[src/rtl/mul_div_unit.sv]
// Iterative multiply/divide unit: WIDTH-cycle shift-add multiply and restoring divide.
// Define MUL_DIV_UNIT_DIV_EN to compile in the divider; otherwise divide ops complete at once.
module mul_div_unit #(
  parameter int unsigned WIDTH = 32
) (
  input  logic             clk_i,
  input  logic             rst,
  input  logic             start_i,
  input  logic [1:0]       op_i,
  input  logic [WIDTH-1:0] a_i,
  input  logic [WIDTH-1:0] b_i,
  output logic             busy_o,
  output logic             done_o,
  output logic [WIDTH-1:0] hi_o,
  output logic [WIDTH-1:0] lo_o,
  output logic             dz_o
);

  localparam int unsigned CntW = $clog2(WIDTH);

  typedef enum logic [1:0] {StIdle, StRun, StDone} state_e;

  state_e            state_q, state_d;
  logic [CntW-1:0]   cnt_q, cnt_d;
  logic [WIDTH-1:0]  acc_q, acc_d;
  logic [WIDTH-1:0]  wrk_q, wrk_d;
  logic [WIDTH-1:0]  mcand_q, mcand_d;
  logic              neg_q, neg_d;
  logic [WIDTH-1:0]  hi_q, hi_d;
  logic [WIDTH-1:0]  lo_q, lo_d;
  logic              dz_q, dz_d;

  logic              a_neg, b_neg;
  logic [WIDTH-1:0]  a_mag, b_mag;
  logic [WIDTH:0]    mul_sum;
  logic [2*WIDTH-1:0] prod;

  // Signed ops (00, 10) work on magnitudes; the sign is reapplied at completion.
  assign a_neg   = ~op_i[0] & a_i[WIDTH-1];
  assign b_neg   = ~op_i[0] & b_i[WIDTH-1];
  assign a_mag   = a_neg ? (~a_i + 1'b1) : a_i;
  assign b_mag   = b_neg ? (~b_i + 1'b1) : b_i;
  assign mul_sum = {1'b0, acc_q} + ({1'b0, mcand_q} & {(WIDTH + 1){wrk_q[0]}});

`ifdef MUL_DIV_UNIT_DIV_EN
  logic              is_div_q, is_div_d;
  logic              neg_rem_q, neg_rem_d;
  logic              dz_pend_q, dz_pend_d;
  logic [WIDTH:0]    shifted;
  logic              div_ge;
  logic [WIDTH-1:0]  div_sub;

  // Partial remainder never reaches the divisor, so the W-bit subtract is exact.
  assign shifted = {acc_q, wrk_q[WIDTH-1]};
  assign div_ge  = shifted >= {1'b0, mcand_q};
  assign div_sub = shifted[WIDTH-1:0] - mcand_q;
`endif

  always_comb begin
    state_d = state_q;
    cnt_d   = cnt_q;
    acc_d   = acc_q;
    wrk_d   = wrk_q;
    mcand_d = mcand_q;
    neg_d   = neg_q;
    hi_d    = hi_q;
    lo_d    = lo_q;
    dz_d    = dz_q;
    prod    = '0;
`ifdef MUL_DIV_UNIT_DIV_EN
    is_div_d  = is_div_q;
    neg_rem_d = neg_rem_q;
    dz_pend_d = dz_pend_q;
`endif
    unique case (state_q)
      StIdle: begin
        if (start_i) begin
`ifdef MUL_DIV_UNIT_DIV_EN
          state_d   = StRun;
          cnt_d     = '0;
          acc_d     = '0;
          wrk_d     = a_mag;
          mcand_d   = b_mag;
          neg_d     = a_neg ^ b_neg;
          is_div_d  = op_i[1];
          neg_rem_d = a_neg;
          dz_pend_d = op_i[1] & (b_i == '0);
`else
          if (op_i[1]) begin
            state_d = StDone;
            dz_d    = 1'b0;
          end else begin
            state_d = StRun;
            cnt_d   = '0;
            acc_d   = '0;
            wrk_d   = a_mag;
            mcand_d = b_mag;
            neg_d   = a_neg ^ b_neg;
          end
`endif
        end
      end
      StRun: begin
        cnt_d = cnt_q + CntW'(1);
`ifdef MUL_DIV_UNIT_DIV_EN
        if (is_div_q) begin
          acc_d = div_ge ? div_sub : shifted[WIDTH-1:0];
          wrk_d = {wrk_q[WIDTH-2:0], div_ge};
        end else begin
          acc_d = mul_sum[WIDTH:1];
          wrk_d = {mul_sum[0], wrk_q[WIDTH-1:1]};
        end
`else
        acc_d = mul_sum[WIDTH:1];
        wrk_d = {mul_sum[0], wrk_q[WIDTH-1:1]};
`endif
        if (cnt_q == CntW'(WIDTH - 1)) begin
          state_d = StDone;
`ifdef MUL_DIV_UNIT_DIV_EN
          if (is_div_q) begin
            // Divide by zero naturally leaves |a| as remainder; re-signed it equals a.
            lo_d = dz_pend_q ? '1 : (neg_q ? (~wrk_d + 1'b1) : wrk_d);
            hi_d = neg_rem_q ? (~acc_d + 1'b1) : acc_d;
            dz_d = dz_pend_q;
          end else begin
            prod = neg_q ? (~{acc_d, wrk_d} + 1'b1) : {acc_d, wrk_d};
            hi_d = prod[2*WIDTH-1:WIDTH];
            lo_d = prod[WIDTH-1:0];
            dz_d = 1'b0;
          end
`else
          prod = neg_q ? (~{acc_d, wrk_d} + 1'b1) : {acc_d, wrk_d};
          hi_d = prod[2*WIDTH-1:WIDTH];
          lo_d = prod[WIDTH-1:0];
          dz_d = 1'b0;
`endif
        end
      end
      StDone:  state_d = StIdle;
      default: state_d = StIdle;
    endcase
  end

  always_ff @(posedge clk_i or posedge rst) begin
    if (rst) begin
      state_q <= StIdle;
      cnt_q   <= '0;
      acc_q   <= '0;
      wrk_q   <= '0;
      mcand_q <= '0;
      neg_q   <= 1'b0;
      hi_q    <= '0;
      lo_q    <= '0;
      dz_q    <= 1'b0;
`ifdef MUL_DIV_UNIT_DIV_EN
      is_div_q  <= 1'b0;
      neg_rem_q <= 1'b0;
      dz_pend_q <= 1'b0;
`endif
    end else begin
      state_q <= state_d;
      cnt_q   <= cnt_d;
      acc_q   <= acc_d;
      wrk_q   <= wrk_d;
      mcand_q <= mcand_d;
      neg_q   <= neg_d;
      hi_q    <= hi_d;
      lo_q    <= lo_d;
      dz_q    <= dz_d;
`ifdef MUL_DIV_UNIT_DIV_EN
      is_div_q  <= is_div_d;
      neg_rem_q <= neg_rem_d;
      dz_pend_q <= dz_pend_d;
`endif
    end
  end

  assign busy_o = (state_q == StRun);
  assign done_o = (state_q == StDone);
  assign hi_o   = hi_q;
  assign lo_o   = lo_q;
  assign dz_o   = dz_q;

endmodule

[config.mk]
export PLATFORM = sky130hd
export DESIGN_NAME = mul_div_unit
export DESIGN_NICKNAME = d
export VERILOG_FILES = /design/src/rtl/mul_div_unit.sv
export SDC_FILE = /design/constraint.sdc
export NUM_CORES = 1
export LEC_CHECK = 0
export BUFFER_PORTS_ARGS = -buffer_cell sky130_fd_sc_hd__buf_2
export CAP_MARGIN = 20
export CELL_PAD_IN_SITES_DETAIL_PLACEMENT = 1
export CELL_PAD_IN_SITES_GLOBAL_PLACEMENT = 1
export CORE_MARGIN = 3
export CORE_UTILIZATION = 40
export CTS_CLUSTER_SIZE = 12
export DETAILED_ROUTE_END_ITERATION = 6
export PLACE_DENSITY_LB_ADDON = 0.1
export SYNTH_ARGS = -nofsm -noshare
export SYNTH_HDL_FRONTEND = slang
export SYNTH_SLANG_ARGS = --single-unit
[constraint.sdc]
create_clock -name clk_i -period 4.59 [get_ports clk_i]
set_input_delay 0.459 -clock clk_i [delete_from_list [all_inputs] [get_ports clk_i]]
set_output_delay 0.459 -clock clk_i [all_outputs]
set_load 0.05 [all_outputs]
==> impl_results.md <==
* Sequential area share after synthesis at 37.2%
* Cells after DPL at 1,837
* Die height at 174 um
* DIE WIDTH at 174 um
* Bufs on Longest Clock Path at 2
* Initial antenna violation count at 1
* PortBufs at 134
* Async S/R FF share, synth at 100%
* Leading area contributor after synthesis: dfrtp_1
* Critical Path Start Type: register
* Power per cell area at 640 nW/um^2
* I/O Pins at 136
* WL final at 36,100 um
* Reg clk slew, reported paths at 0.07 ns
* P_sw at 4.05 mW
* Total congestion overflow at 0
* Row count at 60
* Fill cell count at 3,413
* First-pass GRT wire length at 59,300 um
* Cts-stage hold buffer count at 0
* TritonCTS clock tree: built
* Synth top area cells: dfrtp_1, o21ai_0, xor2_1, nand2_1, a21oi_1
* Aggregate global-route resource usage at 24.1%
* Sequential Power Share at 29.3%
* CP arrival at 4.67 ns
* Vias in the first global route at 10,800
* Element type at the critical path end: register
* HPWL after DPL at 27,400 um
* Setup tns final at 0 ns
* Final hold violation count at 0
* Worst Path Required at 4.88 ns
* Area Overhead vs Synth at 16.1%
* EDFF count, synth at 0
* Clock Latency Late Sink at 0.43 ns
* 1st-iter DRT viols at 737
* DRC at 0
* Effective utilization at floorplan at 41.3%
* Hold WC Path Type: in2async
* Int Pwr at 4.35 mW
* Layout cell share with drive strength beyond 1 at 15.8%
* H-tree depth at 4
* Pin count of the biggest net entering global routing at 92
* Syn Inst Count at 1,367
* Final setup vio count at 0
* Via count at 10,600
* Worst Path Max Fanout at 6
* Drt via density at 5.66
* Yosys warning count at 0
* Inserted Clock Buffers at 17
* Post-synthesis register bit count at 168
* Mapped Nets at 1,474
* Fin crit period at 4.38 ns
* Sw frac at 48.2%
* Non-Filler Instances at 1,870
* Fmax at 228 MHz
* Clock network power share at 17.2%
* Combinational power share at 53.5%
* CTS sink count at 168
* Pwr Total at 8.39 mW
* Total core area at 27,300 um^2
* Root Driver: clkbuf_16
* GPL Wtd Cong at 0.912
* Headroom to the max-slew limit at 29.8%
* Max Cap Viol at 0
* Final antenna-violating net count at 0
* Top cell type's share of synthesized area at 37.2%
* Run status: complete, no violations
* Synthesized area per cell at 8.26 um^2
* Synth unique cells at 72
* Peak supply drop at 0.000328 V
* RSZ-0062 raised after global routing: false
* Tightest Pin Transition at 1.05 ns
* Drt first pass iters at 5
* Setup CP Type: reg2reg
* Main synth FF type: dfrtp_1
* Synth Cell Area at 11,300 um^2
* Clock Skew at 0.0160 ns
* Nets at 1,592
* Final period util at 95.4%
* Die area at 30,300 um^2
* Mean routed wirelength per cell at 19.3 um
* Pleak at 5.81 nW
* Fin. max-slew vios at 0
## synth_stat cells (5+ instances only)
library cell and number:
o211ai_1 6, nand4b_1 5, a21oi_1 100, o31ai_1 28, nand2_1 194, ha_1 37
nand4_1 13, and2_1 45, nor4_1 9, o22ai_1 5, o21ai_1 19, nor3_1 25
nor2_1 80, a211o_1 5, or3_1 23, nor2b_1 6, xor2_1 85, inv_1 26
o21ai_0 180, a211oi_1 5, clkbuf_1 75, nand3_1 15, or4_1 14, a21o_1 10
xnor2_1 46, nand2b_1 13, a22o_1 28, a22oi_1 5, a31oi_1 11, dfrtp_1 168
o21a_1 7, o41ai_1 14
## sequential cells by signal, summed over array words and instances (netlist names)
signal / count
hi_o: 32
acc_q: 32
cnt_q: 5
state_q: 2
wrk_q: 32
lo_o: 32
mcand_q: 32
neg_q: 1
## power groups by stage
stage	Combinational (mW)	Sequential [mW]	Clock, mW
after CTS	4.45	2.45	1.47
after global routing	4.98	2.54	1.54
final	4.49	2.46	1.44
after floorplan	2.83	2.57	0
after global placement	4.31	2.46	0
after detailed placement	4.41	2.47	0
## cell type report
cell class	count	area (um^2)	share of cell area, %
Multi-Input combinational cell	1093	6730	51.4
Tap cell	372	465	3.55
Clock buffer	19	433	3.30
Sequential cell	168	4210	32.1
Clock inverter	12	135	1.03
Antenna cell	1	2.50	0.0191
Timing Repair Buffer	179	1030	7.88
Inverter	26	101	0.773
## critical path, stage by stage, from the launching register on
cell	delay, ns
dfrtp_1	0.45
and2_1	0.20
ha_1	0.20
fa_1	0.41
a21o_1	0.23
a221o_1	0.38
a22o_1	0.27
or3_1	0.34
and2_1	0.23
or3_1	0.43
or4_4	0.49
o41ai_2	0.38
xor2_1	0.17
o21ai_1	0.07
## cells by family after synthesis
family,Yosys count,synth area share (%)
other cells,1,0.0332
flops,168,37.2
fa+ha+maj,38,4.28
mux,4,0.366
buf+inv,106,3.57
compound gates,454,24.5
xor+xnor,131,10.2
simple gates,465,19.9
## cells in the final DEF (no fill, tap or decap), drive strengths merged, types with 32 or more instances in the layout
cell type	n
o21ai	199
ha	37
xnor2	46
dfrtp	168
nor2	80
nand2	194
buf	179
xor2	85
inv	32
a21oi	100
and2	45
## layer usage
layer	vias to the layer above	part of all wire, %	track usage, %
met5	-	0	0
met4	0	1.5	5.60
met3	36	3.8	3.76
met2	214	45	37.8
met1	5204	50	35.2
li1	5123	-	-
## through the flow
stage               cell area [um^2]  setup slack [ns]  util [%]  hold WS (ns)
floorplan                      11300             0.408         -         0.442
global placement               12500            0.0695      45.7         0.452
detailed placement             12500            0.0485      45.7         0.464
CTS                            13100            0.0381      47.8         0.141
global route                   13100            0.0150      48.0         0.176
finish                         13100             0.210      48.0         0.131
## worst paths after layout
path | depth (start not counted) | slack, ns | end | startpoint
worst max-delay path | 13 | 0.21 | hi_o[28] | wrk_q[0]
worst min-delay path | 2 | 0.13 | lo_o[25] | rst
worst max register to register | 13 | 0.21 | hi_o[28] | wrk_q[0]
worst min register to register | 2 | 0.47 | lo_o[24] | lo_o[24]
max in group asynchronous | 3 | 3.38 | acc_q[24] | rst
min in group clk_i | 3 | 0.32 | mcand_q[31] | b_i[31]
## repair_timing
item                                    4_1_cts  5_1_grt
setup buffers                                 0        0
resized for setup                             0       10
endpoints found under the setup margin        0       10
Note: power is estimated with default switching activity, not from simulation.
